File: config.mk
export PLATFORM = sky130hd
export DESIGN_NAME = rx_packet_assembler_flat
export DESIGN_NICKNAME = d
export VERILOG_FILES = /design/src/rtl/rx_packet_assembler_if.sv /design/src/rtl/rx_packet_assembler.sv /design/src/flat_wrapper.sv
export SDC_FILE = /design/constraint.sdc
export NUM_CORES = 1
export LEC_CHECK = 0
export CORE_ASPECT_RATIO = 0.5
export CORE_MARGIN = 2
export CORE_UTILIZATION = 40
export DETAILED_ROUTE_END_ITERATION = 6
export GPL_ROUTABILITY_DRIVEN = 1
export PLACE_DENSITY_LB_ADDON = 0.2
export SYNTH_ARGS = -nofsm -noshare
export SYNTH_HDL_FRONTEND = slang
export SYNTH_SLANG_ARGS = --single-unit
File: constraint.sdc
create_clock -name clock -period 2.3 [get_ports clock]
set_clock_uncertainty 0.2 [all_clocks]
set_input_delay 0.46 -clock clock [delete_from_list [all_inputs] [get_ports clock]]
set_output_delay 0.46 -clock clock [all_outputs]
set_load 0.005 [all_outputs]
File: src/rtl/rx_packet_assembler_if.sv
// rx_packet_assembler_if: bus between a UART receiver/controller and the
// two-byte packet assembler.
//   rx_valid      : one-cycle pulse, rx_byte is valid
//   rx_byte[7:0]  : received byte
//   clear         : synchronous flush request (controller's rest_uart_rx)
//   new_data      : one-cycle pulse, a complete packet has been published
//   next_command  : command byte of the last complete packet
//   next_address  : sensor address byte of the last complete packet
//   frame_error   : one-cycle pulse on an inter-byte timeout
//   busy          : high while a partial packet is held
// master = byte source / controller side, slave = assembler side.
interface rx_packet_assembler_if;
    logic       rx_valid;
    logic [7:0] rx_byte;
    logic       clear;
    logic       new_data;
    logic [7:0] next_command;
    logic [7:0] next_address;
    logic       frame_error;
    logic       busy;

    modport master (
        output rx_valid, rx_byte, clear,
        input  new_data, next_command, next_address, frame_error, busy
    );

    modport slave (
        input  rx_valid, rx_byte, clear,
        output new_data, next_command, next_address, frame_error, busy
    );
endinterface

File: src/rtl/rx_packet_assembler.sv
// rx_packet_assembler: collects a command byte followed by an address byte
// from a UART receiver and publishes them together as one packet.
//   clock : 50 MHz system clock, the only clock
//   reset : asynchronous, active-high
//   bus   : rx_packet_assembler_if.slave (see interface file for signals)
// TIMEOUT_CYCLES bounds the idle time allowed between byte 0 and byte 1;
// on expiry the held command is dropped and frame_error pulses.
module rx_packet_assembler #(
    parameter logic [27:0] TIMEOUT_CYCLES = 28'd5_000_000
) (
    input  logic                      clock,
    input  logic                      reset,
    rx_packet_assembler_if.slave      bus
);

    typedef enum logic {
        WAIT_CMD  = 1'b0,
        WAIT_ADDR = 1'b1
    } state_t;

    state_t      state;
    logic [27:0] idle_count;
    logic [7:0]  cmd_hold;

    always_ff @(posedge clock or posedge reset) begin
        if (reset) begin
            state            <= WAIT_CMD;
            idle_count       <= '0;
            cmd_hold         <= '0;
            bus.new_data     <= 1'b0;
            bus.frame_error  <= 1'b0;
            bus.next_command <= '0;
            bus.next_address <= '0;
        end else begin
            bus.new_data    <= 1'b0;
            bus.frame_error <= 1'b0;
            if (bus.clear) begin
                // clear outranks a coincident byte: the byte is dropped
                state            <= WAIT_CMD;
                idle_count       <= '0;
                cmd_hold         <= '0;
                bus.next_command <= '0;
                bus.next_address <= '0;
            end else begin
                case (state)
                    WAIT_CMD: begin
                        if (bus.rx_valid) begin
                            cmd_hold   <= bus.rx_byte;
                            idle_count <= '0;
                            state      <= WAIT_ADDR;
                        end
                    end
                    WAIT_ADDR: begin
                        // a byte arriving on the timeout cycle still completes the packet
                        if (bus.rx_valid) begin
                            bus.next_command <= cmd_hold;
                            bus.next_address <= bus.rx_byte;
                            bus.new_data     <= 1'b1;
                            idle_count       <= '0;
                            state            <= WAIT_CMD;
                        end else if (idle_count == TIMEOUT_CYCLES - 28'd1) begin
                            bus.frame_error <= 1'b1;
                            cmd_hold        <= '0;
                            idle_count      <= '0;
                            state           <= WAIT_CMD;
                        end else if (idle_count != '1) begin
                            idle_count <= idle_count + 28'd1;
                        end
                    end
                    default: state <= WAIT_CMD;
                endcase
            end
        end
    end

    assign bus.busy = (state == WAIT_ADDR);

endmodule

File: src/flat_wrapper.sv
// flat-port wrapper written by rule: the top's interface ports become plain ports
module rx_packet_assembler_flat 
#(
    parameter logic [27:0] TIMEOUT_CYCLES = 28'd5_000_000
)
  (clock, reset, bus_rx_valid, bus_rx_byte, bus_clear, bus_new_data, bus_next_command, bus_next_address, bus_frame_error, bus_busy);
  rx_packet_assembler_if bus_i ();
  input  logic clock;
  input  logic reset;
  input wire logic [$bits(bus_i.rx_valid)-1:0] bus_rx_valid;
  input wire logic [$bits(bus_i.rx_byte)-1:0] bus_rx_byte;
  input wire logic [$bits(bus_i.clear)-1:0] bus_clear;
  output wire logic [$bits(bus_i.new_data)-1:0] bus_new_data;
  output wire logic [$bits(bus_i.next_command)-1:0] bus_next_command;
  output wire logic [$bits(bus_i.next_address)-1:0] bus_next_address;
  output wire logic [$bits(bus_i.frame_error)-1:0] bus_frame_error;
  output wire logic [$bits(bus_i.busy)-1:0] bus_busy;
  assign bus_i.rx_valid = bus_rx_valid;
  assign bus_i.rx_byte = bus_rx_byte;
  assign bus_i.clear = bus_clear;
  assign bus_new_data = bus_i.new_data;
  assign bus_next_command = bus_i.next_command;
  assign bus_next_address = bus_i.next_address;
  assign bus_frame_error = bus_i.frame_error;
  assign bus_busy = bus_i.busy;
  rx_packet_assembler #(.TIMEOUT_CYCLES(TIMEOUT_CYCLES)) u_core (.clock(clock), .reset(reset), .bus(bus_i));
endmodule
==> impl_metrics.json, run 1 <==
{
  "tightest_slew_ns": 0.393,
  "design.die.area_um2": 7990,
  "avgSynthCellArea_um2": 9.20,
  "drtIter0Drc": 179,
  "p_seq_frac": 0.507,
  "drv_slew": 0,
  "cts_hold_buf": 0,
  "rows": 21,
  "cts.sinks": 55,
  "synthesis.area_um2": 2900,
  "port-buffer-count": 30,
  "clock_path_buffers": 2,
  "power_per_cell_area_nw_per_um2": 523,
  "critPathMaxFanout": 5,
  "drcViolationCount": 0,
  "synth_edf_count": 0,
  "combPwrFrac": 0.100,
  "syn_to_final_growth_pct": 30.5,
  "clk_pin_slew_ns": 0.07,
  "antenna_left": 0,
  "drt_pass1_iterations": 4,
  "initial_core_util": 0.423,
  "worst_setup_path_end_kind": "flip-flop",
  "antenna_found_initial": 0,
  "cts_tree": "yes",
  "num_vias": 2586,
  "setup_slack_ns": 0.114,
  "yosysWarningCount": 0,
  "final_cells": 473,
  "grtUsageTotal": 0.197,
  "drive_above_1_share": 0.194,
  "p_sw_frac": 0.246,
  "max_cap_viol_count": 0,
  "path_class": "reg2reg",
  "place_congestion": 0.887,
  "grt_start_max_net_pins": 56,
  "power.leakage_uw": 0.00167,
  "relSlewSlack": 0.736,
  "clock_latency_ns": 0.30,
  "ios": 31,
  "die_width_um": 124,
  "period_minus_slack_ns": 2.19,
  "post-route-period-util": 0.950,
  "clock-root-buffer": "clkbuf_16",
  "hpwl_um": 5170,
  "ir_drop_uv": 329,
  "grt_pass1_wl_um": 12700,
  "die-height_um": 64.2,
  "routed_wl_um": 7250,
  "synth_cell_types": 52,
  "rsz0062_at_grt": "no",
  "min_path_type": "in2async",
  "grt_overflow": 0,
  "synth_nets": 328,
  "wire_per_inst_um": 15.3,
  "h-tree-depth": 2,
  "hold_violations": 0,
  "vias_per_cell": 5.47,
  "ys_ff_latch": 55,
  "power_switching_uw": 487,
  "synthFlopType": "dfrtp_1",
  "yosysSeqAreaShare": 0.475,
  "worstPathRequired_ns": 2.28,
  "setup_viol": 0,
  "dp_slack_ns": -0.189,
  "finalNetCount": 393,
  "worst_setup_path_start_kind": "flip-flop",
  "n_antenna_cell": 0,
  "grt_pass1_vias": 2644,
  "clkPwrFrac": 0.393,
  "status": "completed",
  "synth-async-reset-ratio": 1.00,
  "critPathArrivalTime_ns": 2.17,
  "syn_inst": 315,
  "internal-power_uw": 1490,
  "core-area_um2": 6860,
  "dp.cells": 463,
  "max_freq_mhz": 457,
  "cts_buffers": 5
}
==> power by group through the flow <==
stage	Clock, µW	Combinational (µW)	Sequential [µW]
floorplan	0	103	1020
global placement	0	195	1020
detailed placement	0	197	1020
CTS	805	198	1000
global route	843	221	1010
finish	777	198	1000
==> cell usage after synthesis (2+ instances only) <==
library cell  count  share of area
o31ai_1           2         0.0052
or2_2             2         0.0043
o21ai_0          12          0.021
a21o_1            8          0.021
a31oi_1           6          0.013
mux2i_1           9          0.031
nor4_1            3         0.0065
a41oi_1           2         0.0060
clkbuf_1          7         0.0091
or4_1             3         0.0078
nor4_4            2          0.015
a21oi_1          22          0.038
nor4b_1           3         0.0091
nand4_1          12          0.026
o41ai_1           2         0.0060
buf_2             7          0.012
inv_1            16          0.021
a22oi_1           2         0.0052
nand4b_1          3         0.0091
nor3_1            9          0.016
nor2_1           14          0.018
nand2_1          60          0.078
nand2_2           2         0.0043
and4_1            4          0.012
nor2b_1           2         0.0043
dfrtp_1          55           0.47
a22o_1            6          0.018
o21a_1            2         0.0052
and3_1            5          0.011
nand4_4           2          0.015
nand3_1          10          0.017
==> registers in the layout, indices dropped and copies added (netlist names) <==
name,flops
u_core.bus.frame_error,1
u_core.bus.new_data,1
u_core.idle_count,28
u_core.cmd_hold,8
u_core.bus.busy,1
u_core.bus.next_address,8
u_core.bus.next_command,8
==> layout make-up <==
cell class | instances | area [µm²]
multi-input combinational | 229 | 1430
tap | 92 | 115
clock buffer | 6 | 129
sequential | 55 | 1380
timing repair buffer | 73 | 648
clock inverter | 2 | 16.3
fill | 627 | 3080
inverter | 16 | 60.1
==> timing repair <==
item                                   CTS  global route
setup buffers                            0             2
gates resized for setup                  0            11
endpoints found under the hold margin    0             0
setup endpoints to repair                0            27
==> per-stage QoR <==
| stage | instance area [µm²] | hold WS, ns | utilization | power [µW] | setup TNS (ns) |
|---|---|---|---|---|---|
| floorplan | 2900 | 0.297 | - | 1120 | 0 |
| global placement | 3580 | 0.304 | 0.522 | 1220 | -1.64 |
| detailed placement | 3580 | 0.309 | 0.522 | 1220 | -2.52 |
| CTS | 3720 | 0.321 | 0.543 | 2010 | 0 |
| global route | 3780 | 0.349 | 0.552 | 2070 | 0 |
| finish | 3780 | 0.322 | 0.552 | 1980 | 0 |
==> routing by layer <==
layer | global-route usage | vias to the layer above | wire length (µm)
met1 | 0.268 | 1245 | 3520
met5 | 0 | - | 0
li1 | - | 1279 | -
met2 | 0.310 | 55 | 3300
met3 | 0.0503 | 7 | 338
met4 | 0.0646 | 0 | 85
==> final timing paths <==
check,end,cells past startpoint,slack (ns),startpoint
setup / recovery,u_core.idle_count[20],6,0.11,u_core.idle_count[1]
hold / removal,u_core.idle_count[6],3,0.32,reset
setup reg to reg,u_core.idle_count[20],6,0.11,u_core.idle_count[1]
hold reg to reg,u_core.bus.next_command[3],2,0.32,u_core.cmd_hold[3]
max in group asynchronous,u_core.idle_count[4],3,1.30,reset
min in group clock,u_core.bus.next_command[3],2,0.32,u_core.cmd_hold[3]
==> placed cells by master (no fill, tap or decap), types with 3 or more instances in the layout <==
cell type | Yosys | layout
clkdlybuf4s50_1 | 0 | 30
nand4_1 | 12 | 12
a21oi_1 | 22 | 21
nand4b_1 | 3 | 3
nand2_1 | 60 | 60
and4_1 | 4 | 4
a31oi_1 | 6 | 6
o21ai_0 | 12 | 12
clkbuf_16 | 0 | 5
and3_1 | 5 | 5
inv_1 | 16 | 15
nor3_1 | 9 | 9
or4_1 | 3 | 3
nand3_1 | 10 | 9
nor2_1 | 14 | 14
buf_4 | 1 | 41
mux2i_1 | 9 | 9
dfrtp_1 | 55 | 52
a21o_1 | 8 | 8
dfrtp_2 | 0 | 3
a22o_1 | 6 | 6
==> logic make-up after synthesis <==
| kind of cell | after synthesis | synth area share |
|---|---|---|
| and+or+nand+nor | 142 | 0.269 |
| AOI/OAI and AO/OA | 76 | 0.174 |
| DFF | 55 | 0.475 |
| buffers and inverters | 31 | 0.0445 |
| muxes | 9 | 0.0311 |
| xor gates and xnor gates | 1 | 0.00302 |
| adders and majority gates | 1 | 0.00432 |
==> critical path, stage by stage (launching register included) <==
cell and delay, ns:
dfrtp_1 0.36, ha_2 0.22, nand3_2 0.13, or4_4 0.56, or3_1 0.35, a31oi_1 0.16
o21ai_0 0.08
(Power assumes the default switching activity.)
==> run 2: changes to the inputs <==
--- a/config.mk
+++ b/config.mk
@@ -5,11 +5,13 @@
 export SDC_FILE = /design/constraint.sdc
 export NUM_CORES = 1
 export LEC_CHECK = 0
+export CAP_MARGIN = 20
 export CORE_ASPECT_RATIO = 0.5
 export CORE_MARGIN = 2
 export CORE_UTILIZATION = 40
 export DETAILED_ROUTE_END_ITERATION = 6
 export GPL_ROUTABILITY_DRIVEN = 1
+export HOLD_SLACK_MARGIN = 0.1
 export PLACE_DENSITY_LB_ADDON = 0.2
 export SYNTH_ARGS = -nofsm -noshare
 export SYNTH_HDL_FRONTEND = slang
==> results of run 2 <==
No change in the layout: final DEF, timing and power equal those of run 1.
==> run 3: changes to the inputs <==
--- a/config.mk
+++ b/config.mk
@@ -5,10 +5,11 @@
 export SDC_FILE = /design/constraint.sdc
 export NUM_CORES = 1
 export LEC_CHECK = 0
+export ABC_AREA = 1
 export CAP_MARGIN = 20
 export CORE_ASPECT_RATIO = 0.5
 export CORE_MARGIN = 2
-export CORE_UTILIZATION = 40
+export CORE_UTILIZATION = 52
 export DETAILED_ROUTE_END_ITERATION = 6
 export GPL_ROUTABILITY_DRIVEN = 1
 export HOLD_SLACK_MARGIN = 0.1
==> run 3 against run 2 <==
First-iteration DRC count rose by 25%; sequential cell count is the same; register-to-register slack better by 0.07 ns; worst hold slack got worse by 0.040 ns; non-clock buffer count decreased by 29; sequential power hardly changed.
==> impl_metrics.json, run 3 <==
{
  "power.leakage_uw": 0.00174,
  "hold_depth": 2,
  "mostFrequentLayoutCell": "nand2_1",
  "yosysMostFrequentCell": "nand2_1",
  "synthFlopType": "dfrtp_1",
  "rows": 20,
  "place_congestion": 0.986,
  "r2r_slack_ns": 0.19,
  "cts_hold_buf": 0,
  "path_class": "reg2reg",
  "hold_violations": 0,
  "drt_pass1_iterations": 5,
  "die_width_um": 116,
  "final_cell_mix": "nand2_1, nor2_1, nand3_1",
  "drive_above_1_share": 0.111,
  "avgSynthCellArea_um2": 7.28,
  "wire_per_inst_um": 14.6,
  "r2r_cells": 10,
  "drv_slew": 0,
  "drtIter0Drc": 224,
  "ir_drop_uv": 390,
  "synth_top_cell_by_area": "dfrtp_1",
  "hold_start": "u_core.cmd_hold[5]",
  "regMostFlops": "u_core.idle_count",
  "design.die.area_um2": 6960,
  "crit_chain": "ha_1 -> nand2_2 -> nor2_4 -> nand2_1 -> nor2_1 -> nand3_1 -> nand2_2 -> inv_2 -> nand2_4 -> o21ai_1",
  "cpMostUsedCell": "nand2_2",
  "critical-path-max-stage-delay_ns": 0.39,
  "ys_top_cells_by_area": "dfrtp_1, nand2_1, nand3_1",
  "largest_register_ffs": 28,
  "antenna_found_initial": 0,
  "grt_start_max_net_pins": 56,
  "syn_to_final_growth_pct": 18.9,
  "num_vias": 3073,
  "cts_setup_buffers": 0,
  "max_cap_viol_count": 0,
  "h-tree-depth": 2,
  "rr_startpoint": "u_core.idle_count[1]",
  "ios": 31,
  "cts.sinks": 55,
  "antenna_left": 0,
  "core-area_um2": 6060,
  "yosysWarningCount": 0,
  "vias_per_cell": 5.35,
  "rsz0062_at_grt": "no",
  "min_path_type": "reg2reg",
  "relSlewSlack": 0.692,
  "fin_util": 0.640,
  "hold_end": "u_core.bus.next_command[5]",
  "finalNetCount": 498,
  "worst_setup_path_start_kind": "flip-flop",
  "cpMaxStageDelayCell": "dfrtp_1",
  "power_per_cell_area_nw_per_um2": 525,
  "hpwl_um": 5950,
  "ctsResizeCount": 0,
  "grt_overflow": 0,
  "crit_family": "simple AND/OR/NAND/NOR gates",
  "tns_ns": 0,
  "synth.top_cells.by_count": "nand2_1, nand3_1, nor2_1",
  "synth_cell_types": 32,
  "cts_tree": "yes",
  "nFillCells": 576,
  "critPathArrivalTime_ns": 2.10,
  "setup_viol": 0,
  "path_buf_inv": 1,
  "grt_pass1_vias": 2752,
  "synth-async-reset-ratio": 1.00,
  "synthesis.area_um2": 3260,
  "max_freq_mhz": 473,
  "n_antenna_cell": 0,
  "yosysSeqAreaShare": 0.422,
  "synth_top_area_frac": 0.422,
  "cts_buffers": 5,
  "clock-root-buffer": "clkbuf_16",
  "critPathMaxFanout": 7,
  "power_uw": 2040,
  "worst_setup_path_end_kind": "flip-flop",
  "clock_latency_ns": 0.30,
  "period_minus_slack_ns": 2.11,
  "synth_edf_count": 0,
  "worstPathRequired_ns": 2.29,
  "initial_core_util": 0.538,
  "tightest_slew_ns": 0.460,
  "drcViolationCount": 0,
  "routed_wl_um": 8360,
  "syn_inst": 448,
  "r2r-end": "u_core.idle_count[24]",
  "port-buffer-count": 30,
  "grtUsageTotal": 0.262,
  "post-route-period-util": 0.919,
  "die-height_um": 60.0,
  "clk_pin_slew_ns": 0.08,
  "clock_path_buffers": 2,
  "grt_pass1_wl_um": 13800,
  "ys_ff_latch": 55,
  "status": "completed",
  "synth_nets": 461
}
[run 3: worst max path at each step]
stage                     slack [ns]            startpoint  depth (start not counted)                     to
after floorplan                 0.30                 reset                          1        u_core.bus.busy
after global placement          0.18             bus_clear                          8   u_core.idle_count[0]
after detailed placement        0.14             bus_clear                          8  u_core.idle_count[17]
after CTS                       0.19  u_core.idle_count[1]                         10  u_core.idle_count[17]
after global routing            0.04  u_core.idle_count[1]                         10     u_core.cmd_hold[7]
final                           0.19  u_core.idle_count[1]                         10  u_core.idle_count[24]
[run 3: power breakdown]
part	switching, µW	internal (µW)
combinational	125	82.4
clock	373	442
sequential	18.1	995
[run 3: logic make-up (layout without fill, tap and decap cells)]
family	Yosys count	count (layout)	share of synthesized area
DFF	55	55	0.422
buffers and inverters	63	101	0.0813
xor gates and xnor gates	13	13	0.0349
and+or+nand+nor	276	276	0.381
adders and majority gates	1	1	0.00384
AOI/OAI and AO/OA	40	40	0.0767
[run 3: cell type report]
type	instances	area (µm²)	area share
Sequential cell	55	1380	0.355
Clock inverter	2	17.5	0.00452
Inverter	49	184	0.0474
Clock buffer	6	139	0.0358
Multi-Input combinational cell	330	1620	0.418
Timing Repair Buffer	44	430	0.111
Tap cell	88	110	0.0284
[run 3: metrics by stage]
stage | instance area [µm²] | hold WS (ns) | setup WS [ns] | instances
finish | 3880 | 0.282 | 0.187 | 574
global route | 3880 | 0.301 | 0.0425 | 574
CTS | 3880 | 0.278 | 0.188 | 574
detailed placement | 3720 | 0.261 | 0.139 | 566
global placement | 3720 | 0.260 | 0.176 | 566
floorplan | 3260 | 0.243 | 0.297 | 448
[run 3: worst reg2reg max path, stage by stage, from the launching register on]
cell	delay, ns
dfrtp_1	0.39
ha_1	0.23
nand2_2	0.09
nor2_4	0.15
nand2_1	0.13
nor2_1	0.19
nand3_1	0.14
nand2_2	0.18
inv_2	0.12
nand2_4	0.12
o21ai_1	0.08
[run 3: metal layers]
metal  share of wire  track usage  vias to the layer above
li1                -            -                     1520
met1            0.47        0.380                     1426
met2            0.42        0.401                      116
met3           0.096       0.0649                       11
met4           0.012       0.0595                        0
met5               0            0                        -
